**src/rtl/if_id_queue_if.sv**
```systemverilog
// if_id_queue_if: fetch/decode handshake bundle for the IF/ID queue
interface if_id_queue_if #(parameter int DEPTH = 2);
  logic                         in_valid;
  logic                         in_ready;
  logic [31:0]                  in_pc;
  logic [31:0]                  in_instr;
  logic                         flush;
  logic                         out_valid;
  logic                         out_ready;
  logic [31:0]                  out_pc;
  logic [31:0]                  out_instr;
  logic                         out_adel;
  logic [$clog2(DEPTH+1)-1:0]   count;
  modport master (
    output in_valid, in_pc, in_instr, flush, out_ready,
    input  in_ready, out_valid, out_pc, out_instr, out_adel, count
  );
  modport slave (
    input  in_valid, in_pc, in_instr, flush, out_ready,
    output in_ready, out_valid, out_pc, out_instr, out_adel, count
  );
endinterface

```
**src/rtl/if_id_queue.sv**
```systemverilog
// if_id_queue: fetch-to-decode FIFO with AdEL fault tagging and one-cycle flush
module if_id_queue #(
  parameter int          DEPTH    = 2,
  parameter logic [31:0] PC_BASE  = 32'h0000_3000,
  parameter logic [31:0] PC_LIMIT = 32'h0000_6FFC
) (
  input logic         clk,
  input logic         rst,
  if_id_queue_if.slave q
);
  localparam int CW = $clog2(DEPTH + 1);
  localparam int PW = DEPTH > 1 ? $clog2(DEPTH) : 1;
  logic [CW-1:0] count_q, count_d;
  logic [PW-1:0] rd_ptr_q, rd_ptr_d, wr_ptr_q, wr_ptr_d;
  logic [31:0]   pc_q [DEPTH];
  logic [31:0]   pc_d [DEPTH];
  logic [31:0]   instr_q [DEPTH];
  logic [31:0]   instr_d [DEPTH];
  logic          adel_q [DEPTH];
  logic          adel_d [DEPTH];
  logic          push, pop, adel;
  always_comb begin
    q.in_ready  = count_q != CW'(DEPTH);
    q.out_valid = count_q != '0;
    push        = q.in_valid & q.in_ready;
    pop         = q.out_valid & q.out_ready;
    adel        = (q.in_pc[1:0] != 2'b00) | (q.in_pc < PC_BASE) | (q.in_pc > PC_LIMIT);
    pc_d        = pc_q;
    instr_d     = instr_q;
    adel_d      = adel_q;
    if (push) begin
      pc_d[wr_ptr_q]    = q.in_pc;
      instr_d[wr_ptr_q] = adel ? 32'h0 : q.in_instr;
      adel_d[wr_ptr_q]  = adel;
    end
    wr_ptr_d    = q.flush ? '0 : push ? (wr_ptr_q == PW'(DEPTH - 1) ? '0 : wr_ptr_q + 1'b1) : wr_ptr_q;
    rd_ptr_d    = q.flush ? '0 : pop ? (rd_ptr_q == PW'(DEPTH - 1) ? '0 : rd_ptr_q + 1'b1) : rd_ptr_q;
    count_d     = q.flush ? '0 : count_q + CW'(push) - CW'(pop);
    q.out_pc    = q.out_valid ? pc_q[rd_ptr_q] : 32'h0;
    q.out_instr = q.out_valid ? instr_q[rd_ptr_q] : 32'h0;
    q.out_adel  = q.out_valid & adel_q[rd_ptr_q];
    q.count     = count_q;
  end
  always_ff @(posedge clk) begin
    if (rst) begin
      count_q  <= '0;
      rd_ptr_q <= '0;
      wr_ptr_q <= '0;
    end else begin
      count_q  <= count_d;
      rd_ptr_q <= rd_ptr_d;
      wr_ptr_q <= wr_ptr_d;
    end
  end
  // Storage is never observed while empty, so it needs no reset.
  always_ff @(posedge clk) begin
    pc_q    <= pc_d;
    instr_q <= instr_d;
    adel_q  <= adel_d;
  end
endmodule

```
**src/flat_wrapper.sv**
```systemverilog
// flat-port wrapper written by rule: the top's interface ports become plain ports
module if_id_queue_flat 
#(
  parameter int          DEPTH    = 2,
  parameter logic [31:0] PC_BASE  = 32'h0000_3000,
  parameter logic [31:0] PC_LIMIT = 32'h0000_6FFC
)
  (clk, rst, q_in_valid, q_in_pc, q_in_instr, q_flush, q_out_ready, q_in_ready, q_out_valid, q_out_pc, q_out_instr, q_out_adel, q_count);
  if_id_queue_if #(.DEPTH(DEPTH)) q_i ();
  input logic clk;
  input logic rst;
  input wire logic [$bits(q_i.in_valid)-1:0] q_in_valid;
  input wire logic [$bits(q_i.in_pc)-1:0] q_in_pc;
  input wire logic [$bits(q_i.in_instr)-1:0] q_in_instr;
  input wire logic [$bits(q_i.flush)-1:0] q_flush;
  input wire logic [$bits(q_i.out_ready)-1:0] q_out_ready;
  output wire logic [$bits(q_i.in_ready)-1:0] q_in_ready;
  output wire logic [$bits(q_i.out_valid)-1:0] q_out_valid;
  output wire logic [$bits(q_i.out_pc)-1:0] q_out_pc;
  output wire logic [$bits(q_i.out_instr)-1:0] q_out_instr;
  output wire logic [$bits(q_i.out_adel)-1:0] q_out_adel;
  output wire logic [$bits(q_i.count)-1:0] q_count;
  assign q_i.in_valid = q_in_valid;
  assign q_i.in_pc = q_in_pc;
  assign q_i.in_instr = q_in_instr;
  assign q_i.flush = q_flush;
  assign q_i.out_ready = q_out_ready;
  assign q_in_ready = q_i.in_ready;
  assign q_out_valid = q_i.out_valid;
  assign q_out_pc = q_i.out_pc;
  assign q_out_instr = q_i.out_instr;
  assign q_out_adel = q_i.out_adel;
  assign q_count = q_i.count;
  if_id_queue #(.DEPTH(DEPTH), .PC_BASE(PC_BASE), .PC_LIMIT(PC_LIMIT)) u_core (.clk(clk), .rst(rst), .q(q_i));
endmodule
```
**config.mk**
```make
export PLATFORM = sky130hd
export DESIGN_NAME = if_id_queue_flat
export DESIGN_NICKNAME = d
export VERILOG_FILES = /design/src/rtl/if_id_queue_if.sv /design/src/rtl/if_id_queue.sv /design/src/flat_wrapper.sv
export SDC_FILE = /design/constraint.sdc
export NUM_CORES = 1
export LEC_CHECK = 0
export BUFFER_PORTS_ARGS = -buffer_cell sky130_fd_sc_hd__buf_2
export CAP_MARGIN = 5
export CORE_UTILIZATION = 50
export DETAILED_ROUTE_END_ITERATION = 6
export PLACE_DENSITY_LB_ADDON = 0.15
export SLEW_MARGIN = 10
export SYNTH_ARGS = -nofsm -noshare
export SYNTH_HDL_FRONTEND = slang
export SYNTH_SLANG_ARGS = --single-unit
```
**constraint.sdc**
```tcl
create_clock -name clk -period 3 [get_ports clk]
set_clock_uncertainty 0.2 [all_clocks]
set_input_delay 0.6 -clock clk [delete_from_list [all_inputs] [get_ports clk]]
set_output_delay 0.6 -clock clk [all_outputs]
set_load 0.1 [all_outputs]
```
## Yosys cells after proc, flatten, opt, wreduce, memory -nomap -nowiden

Index checks and enable logic that the tools add are counted.

| operators by class | value |
|---|---|
| add/subtract/negate cells | 4 |
| magnitude comparators | 5 |
| equality and inequality tests | 1 |
| multiplexer cells | 21 |
| bitwise logic cells | 7 |
| reductions and logical operators | 4 |

Operator list:

| cell | number |
|---|---|
| two-way mux 32 bit | 10 |
| bitwise mux 64 bit | 2 |
| demux 32 bit (select 1 bit) | 1 |
| > comparator 32 x 15 -> 1 bit, second input constant | 1 |
| < comparator 32 x 14 -> 1 bit, second input constant | 1 |
| two-way mux 1 bit | 6 |
| >= comparator 2 bit, second input constant | 2 |
| inverter 1 -> 2 bit | 2 |
| nonzero test 2 bit | 2 |
| AND 1 bit | 3 |
| adder 1 bit, second input constant | 2 |
| adder 2 x 1 -> 2 bit | 1 |
| bitwise mux 2 bit | 1 |
| < comparator 2 x 1 -> 1 bit, second input constant | 1 |
| != test 2 bit, second input constant | 1 |
| OR 1 bit | 2 |
| OR reduction 2 bit | 1 |
| subtractor 2 x 1 -> 2 bit | 1 |
| demux 1 bit (select 1 bit) | 1 |
| logical AND 1 bit | 1 |

| word-level totals | value |
|---|---|
| bits in registers | 134 |
| input bits | 69 |
| output and inout bits | 69 |
| word-level logic and storage cells | 51 |

## Depth between registers and ports, before layout

Gate-level depths: netlist (run 1).

| logic depth | value |
|---|---|
| word-level depth | 6 |
| depth in mapped cells | 8 |
| depth with buffers taken out | 8 |

## Worst setup path after synthesis (run 1)

Ideal clock, no wire load.

| path | value |
|---|---|
| path kind | flip-flop to flip-flop |
| from | register u_core.count_q[0], in the netlist u_core.q.count[0] |
| to | register u_core.adel_q[0] (netlist name), enable pin |
| setup time | 0.430 ns |
| arrival | 3.622 ns |
| data required time | 2.370 ns |
| path slack | -1.252 ns |
| cell stages (with the launch flop) | 3 |
| buffers on the path | 0 |
| period minus slack after synthesis | 4.252 ns |
| path through | dfxtp_1 -> nand2b_1 -> and3_1 |

| between the ends | value |
|---|---|
| word-level cells in the longest chain between the ends | 2 |

Ends and longest elaborated chain:

| what | RTL line | text |
|---|---|---|
| from (decl) | if_id_queue.sv:13 | `logic [CW-1:0] count_q, count_d;` |
| from (signal assigned) | if_id_queue.sv:50 | `count_q <= count_d;` |
| != test 2 bit | if_id_queue.sv:23 | `q.in_ready = count_q != CW'(DEPTH);` |
| net q_in_ready | flat_wrapper.sv:17 | `output wire logic [$bits(q_i.in_ready)-1:0] q_in_ready;` |
| AND 1 bit | if_id_queue.sv:25 | `push = q.in_valid & q.in_ready;` |
| to (signal assigned) | if_id_queue.sv:59 | `adel_q <= adel_d;` |
| to (decl) | if_id_queue.sv:19 | `logic adel_q [DEPTH];` |

The timed path passes the listed nets, and every way through them passes these cells.
A chain may end at the register's enable or synchronous reset.

## Worst setup path after layout (run 1)

| path | value |
|---|---|
| from | register u_core.rd_ptr_q |
| to | output port q_out_pc[19] |

| between the ends | value |
|---|---|
| word-level cells in the longest chain between the ends | 5 |

Ends and longest elaborated chain:

| what | RTL line | text |
|---|---|---|
| from (decl) | if_id_queue.sv:14 | `logic [PW-1:0] rd_ptr_q, rd_ptr_d, wr_ptr_q, wr_ptr_d;` |
| from (signal assigned) | if_id_queue.sv:51 | `rd_ptr_q <= rd_ptr_d;` |
| inverter 1 -> 2 bit (not written as such) | if_id_queue.sv:39 | `q.out_pc = q.out_valid ? pc_q[rd_ptr_q] : 32'h0;` |
| two-way mux 32 bit (not written as such) (3 in series) | if_id_queue.sv:39 |  |
| two-way mux 32 bit | if_id_queue.sv:39 |  |
| to (decl) | flat_wrapper.sv:19 | `output wire logic [$bits(q_i.out_pc)-1:0] q_out_pc;` |

Every way passes these cells. The select of a mux whose other input is x is not followed.

==> results.toml, run 1 <==
[outcome]
status = "completed"

[worst_setup_path]
path_cells = "buf_4, mux2i_1, nor2_4, buf_2"
cp.required_ps = 2200
crit_arrival_ps = 1970
slowest_stage = "dfxtp_4"
path_class = "flop to primary output"
path_max_fanout = 18
slowest_delay_ps = 570
end_kind = "primary output"
ff2ff_setup_slack_ps = 990
worst_setup_path_start_kind = "flop"
crit_family = "buffers and inverters"
worst-path-buf-inv = 2

[floorplan]
coreArea_um2 = 11000
rows = 38
die_area_um2 = 11800
die_width_um = 109
start_util_pct = 51.9
io_pins = 138
die_h_um = 109

[clock_network]
cts_hold_buf = 0
clock_latency_ps = 400
clock-sinks = 134
postCtsSetupBuffers = 0
cts_resized = 0
clk_pin_slew_ps = 50
htree_levels = 4
cts_root_buf = "clkbuf_16"
cts_buffers = 17
cts_tree = "done"
clockBufferDepth = 2

[timing]
rsz0062_at_grt = "false"
maxSlewViolCount = 0
setup_viol = 0
fmax_ghz = 0.361
period_share_pct = 92.4
hold_viol_final = 0
slew_headroom_pct = 63.6
fin_crit_ps = 2770
max_slew.worst_pin.slew_ps = 547

[synth]
synthAdderAreaFrac_pct = 0.439
syn_inst = 354
synth_top_family_by_area = "simple AND/OR/NAND/NOR gates"
synth_nets = 425
yosys_warnings = 0
synth-simple-area-share_pct = 14.7
synth_area_um2 = 5700
postSynthAreaPerCell_um2 = 16.1
yosysMostFrequentCell = "edfxtp_1"
synth_edf_count = 130
yosys-top-cells-count = "130 x edfxtp_1, 69 x nor2_1, 65 x mux2i_1"
synth_xor_area_share_pct = 0.461
async_reset_ff_share_pct = 0
synth-compound-area-share_pct = 0.351
synth_area_leader_cell = "edfxtp_1"
synth.distinct_cells = 27
synth.area.top_cells = "edfxtp_1 68%, mux2i_1 11%, nor4b_2 7.9%"
synth_top_cell_area_share_pct = 68.5
synth_mux_area_share_pct = 11.4
ys_ff_latch = 134
synth_ff_type = "edfxtp_1"
ys_seq_area_share_pct = 69.9

[placed_design]
io_buffer_count = 137
place_area_um2 = 6980
hpwlAfterDp_mm = 7.19
routabilityCongestion = 0.723

[final_layout]
final_util_pct = 69.0
nNetsFinal = 572
stdcell_area_um2 = 7570
synthToLayoutAreaGrowth_pct = 32.8
drive_gt1_share_pct = 50.9
antenna-diode-count = 0

[power_and_ir_drop]
powerDensity_nw_per_um2 = 693
p_leak_nw = 2.73
max-vdd-ir-drop_v = 0.000314

[detailed_routing]
drtIter0Drc = 119
vias = 3391
route.detailed.drc = 0
finalWirelength_mm = 10.9
avgRoutedWirePerCell_um = 16.7
ant_nets = 0
firstDrtPassIters = 4
vias_per_cell = 5.19

[grt]
grtUsageTotal_pct = 20.1
grt_antenna_before_repair = 0
overflow = 0
grt_pass1_wl_mm = 17.3
grt_pass1_vias = 3466
grt_max_degree = 41

[job]
drv_cap = 0

[worst_hold_path]
min_path_type = "input pin to flop"
## report_power, final
part / leakage [nW] / total (mW) / switching (mW) / internal [mW]
Clock: 0.285 / 2.08 / 0.709 / 1.37
Sequential: 1.33 / 2.16 / 0.0247 / 2.14
Combinational: 1.12 / 1.00 / 0.785 / 0.217
## sequential cells by signal, indices dropped and copies added, names as in the netlist
name,flops
u_core.rd_ptr_q,1
u_core.pc_q,64
u_core.q.count,2
u_core.instr_q,64
u_core.wr_ptr_q,1
u_core.adel_q,2
## cell usage in the layout (no fill, tap or decap), types with 2 or more instances in the layout
cell type	synthesis	routed
and2_1	2	2
buf_12	0	8
buf_2	16	137
buf_4	1	7
bufinv_16	0	4
clkbuf_1	4	3
clkbuf_16	0	17
clkinv_1	0	2
clkinv_2	0	3
clkinvlp_4	0	3
dfxtp_1	4	2
edfxtp_1	130	130
ha_1	2	2
inv_1	6	5
mux2i_1	65	65
nor2_1	69	28
nor2_4	0	40
nor3_1	2	2
nor4_1	2	2
nor4_2	2	2
nor4b_1	2	2
nor4b_2	30	30
xor2_1	3	2
## layer usage
metal  wire length, um  part of all wire, %  global-route usage [%]
met2              5670                   52                    33.3
met3               634                  5.8                    5.38
met5                 0                    0                       0
met4               159                  1.5                    9.17
met1              4440                   41                    24.6
## per-stage QoR
stage	power (mW)	worst slack [ps]	hold slack (ps)	TNS, ps	std cells
floorplan	2.99	-431	361	-22250	354
global placement	3.20	548	329	0	622
detailed placement	3.21	526	342	0	622
CTS	5.29	180	168	0	653
global route	5.40	116	171	0	653
finish	5.25	228	185	0	653
## final timing paths
check,endpoint,from,cells past startpoint
max reg2reg,u_core.pc_q[32],u_core.q.count[0],4
min,u_core.pc_q[42],q_in_pc[10],1
max,q_out_pc[19],u_core.rd_ptr_q,4
min reg2reg,u_core.q.count[1],u_core.q.count[1],2
## kinds of logic after synthesis
logic type,count (synthesis)
flip-flops,134
AND/OR/NAND/NOR,117
multiplexers,65
buffers and inverters,30
AO/OA/AOI/OAI,3
XOR/XNOR,3
adder cells (fa/ha/maj),2
## layout make-up
type,count,area (um^2)
Clock inverter,11,158
Inverter,6,26.3
Timing Repair Buffer,152,898
Sequential cell,134,3990
Multi-Input combinational cell,190,1890
Tap cell,140,175
Fill cell,772,3410
Clock buffer,20,437
Power figures use the tool's default switching activity.
==> run 2, diff against run 1 <==
BUFFER_PORTS_ARGS = -buffer_cell sky130_fd_sc_hd__buf_4   (was -buffer_cell sky130_fd_sc_hd__buf_2)
PLACE_DENSITY = 0.82   (was unset)
PLACE_DENSITY_LB_ADDON = unset   (was 0.15)
SLEW_MARGIN = unset   (was 10)
==> run 2 against run 1 <==
Net effect:
- non-clock buffer count unchanged
- setup slack better by 81 ps
- final area up 3.8%
- global-route usage up 0.41 points
- worst hold slack worse by 5.7 ps
- wire length up 6.6%
- clock power about the same
- largest power group unchanged
- highest routed layer unchanged
==> results.toml, run 2 (synthesis gave the netlist of run 1 again) <==
[outcome]
status = "completed"

[job]
drv_cap = 0

[floorplan]
die_h_um = 109
start_util_pct = 51.9
rows = 38
coreArea_um2 = 11000
die_area_um2 = 11800
io_pins = 138
die_width_um = 109

[detailed_routing]
vias = 3442
route.detailed.drc = 0
ant_nets = 0
finalWirelength_mm = 11.6
firstDrtPassIters = 4
drtIter0Drc = 117
vias_per_cell = 5.27
avgRoutedWirePerCell_um = 17.8

[clock_network]
htree_levels = 4
cts_buffers = 17
cts_resized = 0
clock_latency_ps = 400
clockBufferDepth = 2
postCtsSetupBuffers = 0
clk_pin_slew_ps = 60
cts_root_buf = "clkbuf_16"
clock-sinks = 134
cts_hold_buf = 0
cts_tree = "done"

[worst_hold_path]
min_path_type = "input pin to flop"
hold_path.startpoint = "q_in_pc[4]"

[power_and_ir_drop]
powerDensity_nw_per_um2 = 671
combPwrFrac_pct = 20.0
max-vdd-ir-drop_v = 0.000381
swShare_pct = 29.8
p_switching_mw = 1.57
pwr-share-seq_pct = 41.0
p_clk_share_pct = 39.0
p_leak_nw = 2.77
intPower_mw = 3.70

[worst_setup_path]
slowest_stage = "dfxtp_4"
path_class = "flop to primary output"
ff2ff_setup_slack_ps = 990
crit_path_start = "u_core.rd_ptr_q"
r2r_start = "u_core.q.count[0]"
cp.required_ps = 2200
slowest_delay_ps = 540
end_kind = "primary output"
worst_setup_path_start_kind = "flop"
crit_arrival_ps = 1890
path_cells = "buf_12, mux2i_1, nor2_4, buf_4"
path_max_fanout = 33

[placed_design]
io_buffer_count = 137
hpwlAfterDp_mm = 7.54
routabilityCongestion = 0.723
dp.cells = 622

[final_layout]
stdcell_count = 653
layout_commonest_cell = "buf_4"
nNetsFinal = 572
antenna-diode-count = 0
synthToLayoutAreaGrowth_pct = 37.8
mostFrequentLayoutCells = "148 x buf_4, 130 x edfxtp_1, 65 x mux2i_1, 40 x nor2_4, 30 x nor4b_2"
reg.largest.list = "u_core.instr_q x64, u_core.pc_q x64"
drive_gt1_share_pct = 51.5

[timing]
period_share_pct = 89.7
fin_crit_ps = 2690
slew_headroom_pct = 50.4
setup_viol = 0
hold_viol_final = 0
rsz0062_at_grt = "false"
maxSlewViolCount = 0
max_slew.worst_pin.slew_ps = 743
timing.hold.ws_ps = 179
fmax_ghz = 0.372

[grt]
overflow = 0
grt_antenna_before_repair = 0
grtUsageTotal_pct = 20.5
grt_pass1_wl_mm = 17.7
grt_max_degree = 38
grt_pass1_vias = 3573
[run 2: cell count changes in the layout (fill, tap and decap cells not counted), sizes merged]
cell | previous run | this run
bufinv | 4 | 3
clkinv | 5 | 6
clkbuf | 20 | 18
inv | 5 | 6
clkinvlp | 3 | 4
[run 2: final timing paths]
kind	to	cells past startpoint
setup reg to reg	u_core.q.count[1]	8
hold reg to reg	u_core.q.count[1]	2
setup / recovery	q_out_pc[10]	4
hold / removal	u_core.pc_q[4]	1
[run 2: power groups by stage]
stage          Sequential (mW)  Clock [mW]  Combinational (mW)
2_1_floorplan             2.21           0               0.783
3_3_place_gp              2.19           0                1.05
3_5_place_dp              2.20           0                1.06
4_1_cts                   2.16        2.07                1.07
5_1_grt                   2.17        2.16                1.10
6_report                  2.16        2.05                1.06
[run 2: stage by stage]
step	total power [mW]	cell area (um^2)	worst slack, ps	setup TNS [ps]	utilization (%)
after floorplan	2.99	6010	-431	-22250	-
after global placement	3.25	7270	637	0	66.2
after detailed placement	3.26	7270	583	0	66.2
after CTS	5.30	7860	285	0	71.6
after global routing	5.42	7860	205	0	71.6
final	5.27	7860	310	0	71.6
[run 2: area by class of cell]
cell class              instances  area, um^2
well taps                     140         175
clock inverters                13         158
multi-input cells             190        1890
flip-flops and latches        134        3990
fillers                       718        3120
clock buffers                  18         429
repair buffers                152        1190
inverters                       6        26.3
[run 2: per-layer routing]
metal  track usage (%)  share of wire (%)  up-vias  wire, um
met5                 0                  0        -         0
met4              7.24                1.2        0       135
met2              35.6                 52      120      6010
met1              23.6                 40     1675      4660
met3              6.81                7.1       14       830
li1                  -                  -     1633         -
[run 2: critical path, delay by kind of cell (launching register included)]
kind	cells	cell delay [ps]
mux	1	340
flops	1	540
simple gates	1	50
buf+inv	2	530
